[config.mk]
export PLATFORM = sky130hd
export DESIGN_NAME = stream_demux_flat
export DESIGN_NICKNAME = d
export VERILOG_FILES = /design/src/rtl/stream_demux_pkg.sv /design/src/rtl/stream_demux_if.sv /design/src/rtl/stream_demux_fifo.sv /design/src/rtl/stream_demux.sv /design/src/flat_wrapper.sv
export SDC_FILE = /design/constraint.sdc
export NUM_CORES = 1
export LEC_CHECK = 0
export BUFFER_PORTS_ARGS = -buffer_cell sky130_fd_sc_hd__buf_2
export CORE_ASPECT_RATIO = 0.9
export CORE_UTILIZATION = 35
export CTS_CLUSTER_DIAMETER = 30
export DETAILED_ROUTE_END_ITERATION = 10
export PLACE_DENSITY = 0.64
export SETUP_SLACK_MARGIN = 0.4
export SYNTH_ARGS = -nofsm -noshare
export SYNTH_HDL_FRONTEND = slang
export SYNTH_SLANG_ARGS = --single-unit
[constraint.sdc]
create_clock -name clk -period 1.3 [get_ports clk]
set_input_delay 0 -clock clk [delete_from_list [all_inputs] [get_ports clk]]
set_output_delay 0 -clock clk [all_outputs]
set_load 0.005 [all_outputs]
[src/rtl/stream_demux_pkg.sv]
// Shared constants for the 1-to-2 stream demultiplexer: channel encodings,
// default geometry and the width of the optional delivered-beat counters.
package demux_pkg;

    localparam logic CH_A = 1'b0;
    localparam logic CH_B = 1'b1;

    localparam int DEF_WIDTH = 2;
    localparam int DEF_DEPTH = 2;

    localparam int COUNT_W = 16;

endpackage

[src/rtl/stream_demux_if.sv]
// Handshake bundle of the stream demultiplexer: one tagged input stream and
// two independent output streams (A and B) with valid/ready flow control.
interface stream_demux_if
    import demux_pkg::*;
#(
    parameter int WIDTH = DEF_WIDTH
);
    logic             In_valid;
    logic             In_ready;
    logic             Select;
    logic [WIDTH-1:0] Din;

    logic [WIDTH-1:0] A_out;
    logic             A_valid;
    logic             A_ready;

    logic [WIDTH-1:0] B_out;
    logic             B_valid;
    logic             B_ready;

    // Producer of Din and consumer of both channels.
    modport master (
        output In_valid, Select, Din, A_ready, B_ready,
        input  In_ready, A_out, A_valid, B_out, B_valid
    );

    modport slave (
        input  In_valid, Select, Din, A_ready, B_ready,
        output In_ready, A_out, A_valid, B_out, B_valid
    );

endinterface

[src/rtl/stream_demux_fifo.sv]
// Per-channel synchronous FIFO with power-of-two depth; the head output holds
// the last popped entry while empty (zero after reset).
module demux_fifo #(
    parameter int WIDTH = 2,
    parameter int DEPTH = 2
) (
    input  logic             clk,
    input  logic             rst_n,
    input  logic             i_push,
    input  logic [WIDTH-1:0] i_din,
    input  logic             i_pop,
    output logic             o_full,
    output logic             o_empty,
    output logic [WIDTH-1:0] o_head
);
    localparam int AW = $clog2(DEPTH);
    localparam logic [AW-1:0] PTR_ONE  = AW'(1);
    localparam logic [AW:0]   OCC_ONE  = (AW+1)'(1);
    localparam logic [AW:0]   OCC_FULL = (AW+1)'(DEPTH);

    logic [WIDTH-1:0] r_mem [DEPTH];
    logic [AW-1:0]    r_wr_ptr;
    logic [AW-1:0]    r_rd_ptr;
    logic [AW:0]      r_occ;
    logic [WIDTH-1:0] r_last;

    logic w_push;
    logic w_pop;

    assign o_full  = (r_occ == OCC_FULL);
    assign o_empty = (r_occ == '0);
    assign w_push  = i_push && !o_full;
    assign w_pop   = i_pop && !o_empty;
    assign o_head  = o_empty ? r_last : r_mem[r_rd_ptr];

    // Storage carries data only; validity is tracked by the pointers.
    always_ff @(posedge clk) begin
        if (w_push) begin
            r_mem[r_wr_ptr] <= i_din;
        end
    end

    always_ff @(posedge clk or negedge rst_n) begin
        if (!rst_n) begin
            r_wr_ptr <= '0;
            r_rd_ptr <= '0;
            r_occ    <= '0;
            r_last   <= '0;
        end else begin
            if (w_push) begin
                r_wr_ptr <= r_wr_ptr + PTR_ONE;
            end
            if (w_pop) begin
                r_rd_ptr <= r_rd_ptr + PTR_ONE;
                r_last   <= r_mem[r_rd_ptr];
            end
            case ({w_push, w_pop})
                2'b10:   r_occ <= r_occ + OCC_ONE;
                2'b01:   r_occ <= r_occ - OCC_ONE;
                default: r_occ <= r_occ;
            endcase
        end
    end

endmodule

[src/rtl/stream_demux.sv]
// 1-to-2 stream demultiplexer: steers Select-tagged beats into per-channel FIFOs.
// Optional feature macro STREAM_DEMUX_CNT_EN adds 16-bit delivered-beat counters.
module stream_demux
    import demux_pkg::*;
#(
    parameter int WIDTH = DEF_WIDTH,
    parameter int DEPTH = DEF_DEPTH
) (
    input  logic               clk,
    input  logic               rst_n,
    stream_demux_if.slave      bus
`ifdef STREAM_DEMUX_CNT_EN
    ,
    output logic [COUNT_W-1:0] A_count,
    output logic [COUNT_W-1:0] B_count
`endif
);
    logic w_full_a, w_full_b;
    logic w_empty_a, w_empty_b;
    logic w_push_a, w_push_b;
    logic w_pop_a, w_pop_b;
    logic r_rdy_en;

    // Keeps In_ready low through reset and until the first edge after release.
    always_ff @(posedge clk or negedge rst_n) begin
        if (!rst_n) begin
            r_rdy_en <= 1'b0;
        end else begin
            r_rdy_en <= 1'b1;
        end
    end

    assign bus.In_ready = r_rdy_en &&
                          ((bus.Select == CH_B) ? !w_full_b : !w_full_a);

    assign w_push_a = bus.In_valid && bus.In_ready && (bus.Select == CH_A);
    assign w_push_b = bus.In_valid && bus.In_ready && (bus.Select == CH_B);
    assign w_pop_a  = bus.A_ready && !w_empty_a;
    assign w_pop_b  = bus.B_ready && !w_empty_b;

    assign bus.A_valid = !w_empty_a;
    assign bus.B_valid = !w_empty_b;

    demux_fifo #(.WIDTH(WIDTH), .DEPTH(DEPTH)) u_fifo_a (
        .clk     (clk),
        .rst_n   (rst_n),
        .i_push  (w_push_a),
        .i_din   (bus.Din),
        .i_pop   (w_pop_a),
        .o_full  (w_full_a),
        .o_empty (w_empty_a),
        .o_head  (bus.A_out)
    );

    demux_fifo #(.WIDTH(WIDTH), .DEPTH(DEPTH)) u_fifo_b (
        .clk     (clk),
        .rst_n   (rst_n),
        .i_push  (w_push_b),
        .i_din   (bus.Din),
        .i_pop   (w_pop_b),
        .o_full  (w_full_b),
        .o_empty (w_empty_b),
        .o_head  (bus.B_out)
    );

`ifdef STREAM_DEMUX_CNT_EN
    localparam logic [COUNT_W-1:0] CNT_ONE = COUNT_W'(1);

    logic [COUNT_W-1:0] r_a_count;
    logic [COUNT_W-1:0] r_b_count;

    // Counts wrap naturally at 0xFFFF.
    always_ff @(posedge clk or negedge rst_n) begin
        if (!rst_n) begin
            r_a_count <= '0;
            r_b_count <= '0;
        end else begin
            if (w_pop_a) r_a_count <= r_a_count + CNT_ONE;
            if (w_pop_b) r_b_count <= r_b_count + CNT_ONE;
        end
    end

    assign A_count = r_a_count;
    assign B_count = r_b_count;
`endif

endmodule

[src/flat_wrapper.sv]
// flat-port wrapper written by rule: the top's interface ports become plain ports
module stream_demux_flat import demux_pkg::*;
#(
    parameter int WIDTH = DEF_WIDTH,
    parameter int DEPTH = DEF_DEPTH
)
  (clk, rst_n, bus_In_valid, bus_Select, bus_Din, bus_A_ready, bus_B_ready, bus_In_ready, bus_A_out, bus_A_valid, bus_B_out, bus_B_valid);
  stream_demux_if #(.WIDTH(WIDTH)) bus_i ();
  input  logic clk;
  input  logic rst_n;
  input wire logic [$bits(bus_i.In_valid)-1:0] bus_In_valid;
  input wire logic [$bits(bus_i.Select)-1:0] bus_Select;
  input wire logic [$bits(bus_i.Din)-1:0] bus_Din;
  input wire logic [$bits(bus_i.A_ready)-1:0] bus_A_ready;
  input wire logic [$bits(bus_i.B_ready)-1:0] bus_B_ready;
  output wire logic [$bits(bus_i.In_ready)-1:0] bus_In_ready;
  output wire logic [$bits(bus_i.A_out)-1:0] bus_A_out;
  output wire logic [$bits(bus_i.A_valid)-1:0] bus_A_valid;
  output wire logic [$bits(bus_i.B_out)-1:0] bus_B_out;
  output wire logic [$bits(bus_i.B_valid)-1:0] bus_B_valid;
  assign bus_i.In_valid = bus_In_valid;
  assign bus_i.Select = bus_Select;
  assign bus_i.Din = bus_Din;
  assign bus_i.A_ready = bus_A_ready;
  assign bus_i.B_ready = bus_B_ready;
  assign bus_In_ready = bus_i.In_ready;
  assign bus_A_out = bus_i.A_out;
  assign bus_A_valid = bus_i.A_valid;
  assign bus_B_out = bus_i.B_out;
  assign bus_B_valid = bus_i.B_valid;
  stream_demux #(.WIDTH(WIDTH), .DEPTH(DEPTH)) u_core (.clk(clk), .rst_n(rst_n), .bus(bus_i));
endmodule
==> results of run 1 <==
==> worst min-delay path, stage by stage <==
cell	delay, ns
buf_2	0.11
o21ai_4	0.06
buf_6	0.11
xnor2_2	0.05
==> layout make-up <==
type | instances | area (um2)
Inverter | 7 | 26.3
Timing Repair Buffer | 39 | 338
Clock buffer | 3 | 22.5
Multi-Input combinational cell | 47 | 563
Tap cell | 28 | 35.0
Fill cell | 187 | 930
Sequential cell | 21 | 569
Clock inverter | 1 | 5.00
==> cells in the mapped netlist <==
cell	number	area [um2]
a21oi_1	4	20.0
ha_1	2	25.0
inv_2	1	3.75
o21ai_0	1	5.00
mux2i_1	4	40.0
o2111ai_2	2	30.0
or2_1	2	12.5
inv_1	6	22.5
nand2_1	4	15.0
nor2_1	10	37.5
buf_2	2	10.0
o21ai_2	2	17.5
conb_1	1	3.75
or3_1	1	6.26
dfrtp_1	13	325
edfxtp_1	8	240
o21ai_1	3	15.0
o311a_1	1	10.0
xnor2_1	10	87.6
==> power by group through the flow <==
| stage | logic (mW) | registers [mW] | clock network (mW) |
|---|---|---|---|
| detailed placement | 1.12 | 1.16 | 0 |
| global route | 2.12 | 1.24 | 0.344 |
| CTS | 1.65 | 1.17 | 0.327 |
| floorplan | 0.802 | 1.14 | 0 |
| global placement | 1.09 | 1.15 | 0 |
| finish | 1.94 | 1.20 | 0.311 |
==> stage by stage <==
| stage | setup slack [ns] | power (mW) | hold WS (ns) | cell area, um2 |
|---|---|---|---|---|
| 2_1_floorplan | 0.0182 | 1.94 | -0.296 | 1030 |
| 3_3_place_gp | 0.0243 | 2.23 | -0.0879 | 1170 |
| 3_5_place_dp | -0.0274 | 2.27 | -0.0811 | 1170 |
| 4_1_cts | -0.173 | 3.15 | 0.0492 | 1450 |
| 5_1_grt | -0.255 | 3.70 | 0.0633 | 1560 |
| 6_report | -0.192 | 3.46 | 0.0604 | 1560 |
==> sequential cells by signal, summed over array words and instances, names as in the netlist <==
name                      cells
u_core.r_rdy_en               1
u_core.u_fifo_b.r_wr_ptr      1
u_core.u_fifo_a.r_last        2
u_core.u_fifo_b.r_rd_ptr      1
u_core.u_fifo_a.r_mem         4
u_core.u_fifo_a.r_occ         2
u_core.u_fifo_b.r_mem         4
u_core.u_fifo_b.r_occ         2
u_core.u_fifo_b.r_last        2
u_core.u_fifo_a.r_rd_ptr      1
u_core.u_fifo_a.r_wr_ptr      1
==> cells by family (layout without fill, tap and decap cells) <==
group / after synthesis / in the layout / synth area share
AOI/OAI and AO/OA: 13 / 13 / 0.105
DFF: 21 / 21 / 0.610
muxes: 4 / 4 / 0.0432
and+or+nand+nor: 17 / 17 / 0.0769
adders and majority gates: 2 / 2 / 0.0270
xor gates and xnor gates: 10 / 10 / 0.0945
buffers and inverters: 9 / 50 / 0.0391
other: 1 / 1 / 0.00404
==> repair_timing <==
item                                   in CTS  in global routing
hold buffers                                3                  0
gates resized for setup                    34                 16
setup endpoints to repair                  27                 27
pin swaps                                   9                  7
endpoints found under the hold margin      21                  0
setup buffers                              10                  4
cloned                                      0                  0
==> per-layer routing <==
layer | vias up | wire, um | track usage
met5 | - | 0 | 0
met4 | 0 | 47 | 0.0854
met3 | 4 | 40 | 0.0228
met2 | 8 | 938 | 0.258
met1 | 314 | 796 | 0.177
li1 | 341 | - | -
==> worst paths after layout <==
check / start / to / slack (ns) / depth (start not counted)
setup / recovery: u_core.u_fifo_b.r_occ[0] / bus_In_ready / -0.19 / 4
hold / removal: bus_A_ready / u_core.u_fifo_a.r_rd_ptr / 0.06 / 4
setup reg to reg: u_core.u_fifo_b.r_occ[0] / u_core.u_fifo_b.r_occ[1] / -0.18 / 7
hold reg to reg: u_core.u_fifo_a.r_rd_ptr / u_core.u_fifo_a.r_rd_ptr / 0.54 / 1
max in group asynchronous: rst_n / u_core.u_fifo_a.r_occ[0] / 0.93 / 2
min in group asynchronous: rst_n / u_core.r_rdy_en / 0.10 / 2
==> metrics.yaml, run 1 <==
status: "complete, but fails checks"
violations: "setup timing"
power.leakage_nw: 0.650
seq_area_frac_synth: 0.610
grt_first_pass_wirelength_um: 3150
dieArea_mm2: 0.00286
cpPeakStageDelay_ns: 0.45
gp_congestion: 0.793
core_area_mm2: 0.00249
vias_per_cell: 4.57
clockBufferDepth: 2
max_freq_mhz: 670
num_antenna_cells: 0
cts_num_sinks: 21
fin_ws_ns: -0.192
clkPwrFrac: 0.090
layout_common_cells: "buf_6, buf_2, dfrtp_1, nor2_4, edfxtp_1"
critPathKind: "reg2out"
yosys_warnings: 0
setup.worst_path.end_class: "primary output"
powerDensity_mw_per_mm2: 2220
worstPathCellList: "buf_6, or3_1, o311a_1, buf_2"
switching_share: 0.362
numPortBuffers: 14
wl_um: 1820
cap_violations: 0
cp.arrival_ns: 1.49
grt_usage: 0.149
ant_nets: 0
hold_path_class: "in2reg"
fin_crit_sh: 1.15
start_util: 0.373
power_frac_comb: 0.562
synth-seq-cells: 21
power.net_switching_mw: 1.25
clockRootBuffer: "clkbuf_4"
fp.dieW_um: 56.3
tritoncts: "built"
clock_latency_ns: 0.31
layout-drive-gt1-share: 0.712
drc: 0
fin_tns_setup_ns: -0.899
final_util: 0.626
detail_route.wl_per_cell_um: 12.5
avgSynthCellArea_um2: 12.0
drtIter0Drc: 5
critPathTopFamily: "flip-flops"
worst_setup_path_start_kind: "flip-flop"
slowest_stage: "dfrtp_2"
hold_violations: 0
dp.cells: 125
crit_required_ns: 1.30
ys_types: 19
p_seq_frac: 0.348
num_io_pins: 15
fin_skew_ns: 0.00747
crit_buf_inv: 2
drv_slew: 0
vdd_ir_drop_max_uv: 1490
cell_internal_pwr_mw: 2.20
fin_crit_ns: 1.49
cts_made_buffers: 3
dp_hpwl_um: 1210
dieHeight_um: 50.8
h-tree-depth: 1
syn_to_final_growth_pct: 68.2
grt_pass1_vias: 696
vias: 667
grt_start_max_net_pins: 14
final_common_cell: "buf_6"
synthCells: 77
grt_setup_unrepaired: "true"
finalSetupViolCount: 17
grt_antenna_before_repair: 0
final-instance-count-excl-fill: 146
fp-row-count: 17
grt_overflow: 0
final_nets: 129
syn_nets: 87
path_clk_slew_ns: 0.12
drt-pass1-iter-count: 4
netlist_area_um2: 927
crit_fanout: 3
No activity file was read; power rests on OpenSTA's default activity.
==> inputs of run 2 (changes only) <==
Settings changed: CAP_MARGIN set to 10, PLACE_DENSITY 0.64 to 0.62, SLEW_MARGIN set to 5.
Clock period 1.3 ns to 1.8 ns, I/O delays scaled along.
==> run 2 against run 1 <==
Cell count shrank 8.9%. The flow now finishes without violations. Critical endpoint is now u_core.u_fifo_a.r_mem[0][1]. Utilization shrank 13 points. Sequential cell count is the same. Global-route usage shrank 1.7 points. Hold slack gained 0.0042 ns. Worst setup slack gained 0.61 ns. Clock power shrank 27%. Power shrank 47%. Register-to-register slack gained 0.60 ns. Clock-buffer cell count is the same. First-iteration DRC count grew 80%. Clock skew shrank 0.0063 ns.
==> metrics.yaml, run 2 (synthesis results as in run 1) <==
grt_first_pass_wirelength_um: 2770  # was 3150 um
dp.cells: 118  # was 125
dieHeight_um: 50.8  # unchanged
powerDensity_mw_per_mm2: 1490  # was 2220 mW/mm2
cp.arrival_ns: 1.39  # was 1.49 ns
final_common_cell: "buf_2"  # was buf_6
nFillCells: 215  # was 187
path_clk_slew_ns: 0.11  # was 0.12 ns
grt_antenna_before_repair: 0  # unchanged
hold_path_class: "in2reg"  # unchanged
drt-pass1-iter-count: 4  # unchanged
critPathKind: "reg2reg"  # was reg2out
cap_violations: 0  # unchanged
clockBufferDepth: 2  # unchanged
final_nets: 116  # was 129
hold_depth: 4  # unchanged
grt_pass1_vias: 650  # was 696
detail_route.wl_per_cell_um: 12.4  # was 12.5 um
rr_endpoint: "u_core.u_fifo_a.r_mem[0][1]"  # was u_core.u_fifo_b.r_occ[1]
r2r_setup_slack_ns: 0.42  # was -0.18 ns
reg2regPathDepth: 4  # was 7
drc: 0  # unchanged
fin_ws_ns: 0.419  # was -0.192 ns
fin_crit_ns: 1.38
area.sequential_um2: 568  # was 569 um2
fin_tns_setup_ns: 0  # was -0.899 ns
grt_usage: 0.131  # was 0.149
clock_latency_ns: 0.30  # was 0.31 ns
core_area_mm2: 0.00249  # unchanged
power_mw: 1.84  # was 3.46 mW
num_antenna_cells: 0  # unchanged
ant_nets: 0  # unchanged
wl_um: 1650  # was 1820 um
final-instance-count-excl-fill: 133  # was 146
dp_hpwl_um: 1050  # was 1210 um
clockRootBuffer: "clkbuf_4"  # unchanged
drv_slew: 0  # unchanged
vias_per_cell: 4.77  # was 4.57
status: "finished, final reports clean"  # was complete, but fails checks
fp-row-count: 17  # unchanged
hold_violations: 0  # unchanged
dieArea_mm2: 0.00286  # unchanged
final_util: 0.494  # was 0.626
cts_num_sinks: 21  # unchanged
tritoncts: "built"  # unchanged
drtIter0Drc: 9  # was 5
fin_skew_ns: 0.00116  # was 0.00747 ns
start_util: 0.373  # unchanged
vias: 634  # was 667
finalSetupViolCount: 0  # was 17
holdPathEnd: "u_core.u_fifo_b.r_last[0]"  # was u_core.u_fifo_a.r_rd_ptr
crit_fanout: 3  # unchanged
cts_made_buffers: 3  # unchanged
setup.worst_path.end_class: "flip-flop"  # was primary output
num_io_pins: 15  # unchanged
worst_setup_path_start_kind: "flip-flop"  # unchanged
syn_to_final_growth_pct: 32.7  # was 68.2%
h-tree-depth: 1  # unchanged
grt_start_max_net_pins: 14  # unchanged
layout_common_cells: "buf_2, dfrtp_1, xnor2_1, edfxtp_1"  # was buf_6, buf_2, dfrtp_1, nor2_4, edfxtp_1
reg2reg_from: "u_core.u_fifo_a.r_occ[1]"  # was u_core.u_fifo_b.r_occ[0]
layout-drive-gt1-share: 0.410  # was 0.712
vdd_ir_drop_max_uv: 889  # was 1490 uV
whs_ns: 0.0646  # was 0.0604 ns
postLayoutCellArea_mm2: 0.00123  # was 0.00156 mm2
fin_crit_sh: 0.767
dpl_cell_area_mm2: 0.00103  # was 0.00117 mm2
grt_setup_unrepaired: "true"  # unchanged
grt_overflow: 0  # unchanged
numPortBuffers: 14  # unchanged
power.leakage_nw: 0.513  # was 0.650 nW
crit_required_ns: 1.81  # was 1.30 ns
max_freq_mhz: 724
dp_slack_ns: 0.330  # was -0.0274 ns
fp.dieW_um: 56.3  # unchanged
worstHoldStart: "bus_B_ready"  # was bus_A_ready
multi_input_area_um2: 400  # was 563 um2
reg_top3: "u_core.u_fifo_a.r_mem x4, u_core.u_fifo_b.r_mem x4"  # unchanged
gp_congestion: 0.670  # was 0.793
## run 2: report_power, final
group | switching (mW) | internal (mW) | leakage [nW]
combinational | 0.356 | 0.436 | 0.271
sequential | 0.163 | 0.657 | 0.225
clock | 0.143 | 0.0829 | 0.0177
## run 2: area by class of cell
type,instances,share of cell area
timing repair buffer,26,0.140
multi-input combinational,47,0.326
clock buffer,3,0.0183
inverter,7,0.0214
clock inverter,1,0.00407
sequential,21,0.462
tap,28,0.0285
## run 2: routing by layer
metal  up-vias  routed length, um  GRT usage
met3         6                 43     0.0253
met4         0                 40     0.0854
met2        11                867      0.234
met5         -                  0          0
li1        314                  -          -
met1       303                695      0.144
## run 2: worst max-delay path by stage
stage / start / to / slack [ns] / depth (start not counted)
5_1_grt: u_core.u_fifo_a.r_occ[1] / u_core.u_fifo_a.r_occ[1] / 0.35 / 6
2_1_floorplan: u_core.u_fifo_b.r_occ[0] / u_core.u_fifo_b.r_occ[1] / 0.44 / 5
4_1_cts: u_core.u_fifo_a.r_occ[0] / u_core.u_fifo_a.r_occ[1] / 0.39 / 5
6_report: u_core.u_fifo_a.r_occ[1] / u_core.u_fifo_a.r_mem[0][1] / 0.42 / 4
3_5_place_dp: u_core.u_fifo_a.r_occ[0] / u_core.u_fifo_a.r_occ[1] / 0.33 / 5
3_3_place_gp: u_core.u_fifo_a.r_occ[0] / u_core.u_fifo_a.r_occ[1] / 0.39 / 5
## run 2: what timing repair did
item                                   in CTS  in global routing
setup endpoints to repair                   5                  7
pin swaps                                   0                  5
hold buffers                                5                  0
endpoints found under the hold margin      24                  0
buffers inserted                            3                  3
resized for setup                           7                 10
## run 2: worst max-delay path, cell delays in order, from the launching register on
cell and delay (ns):
dfrtp_1 0.45, inv_2 0.12, o2111ai_4 0.17, buf_4 0.18
nor2_1 0.17
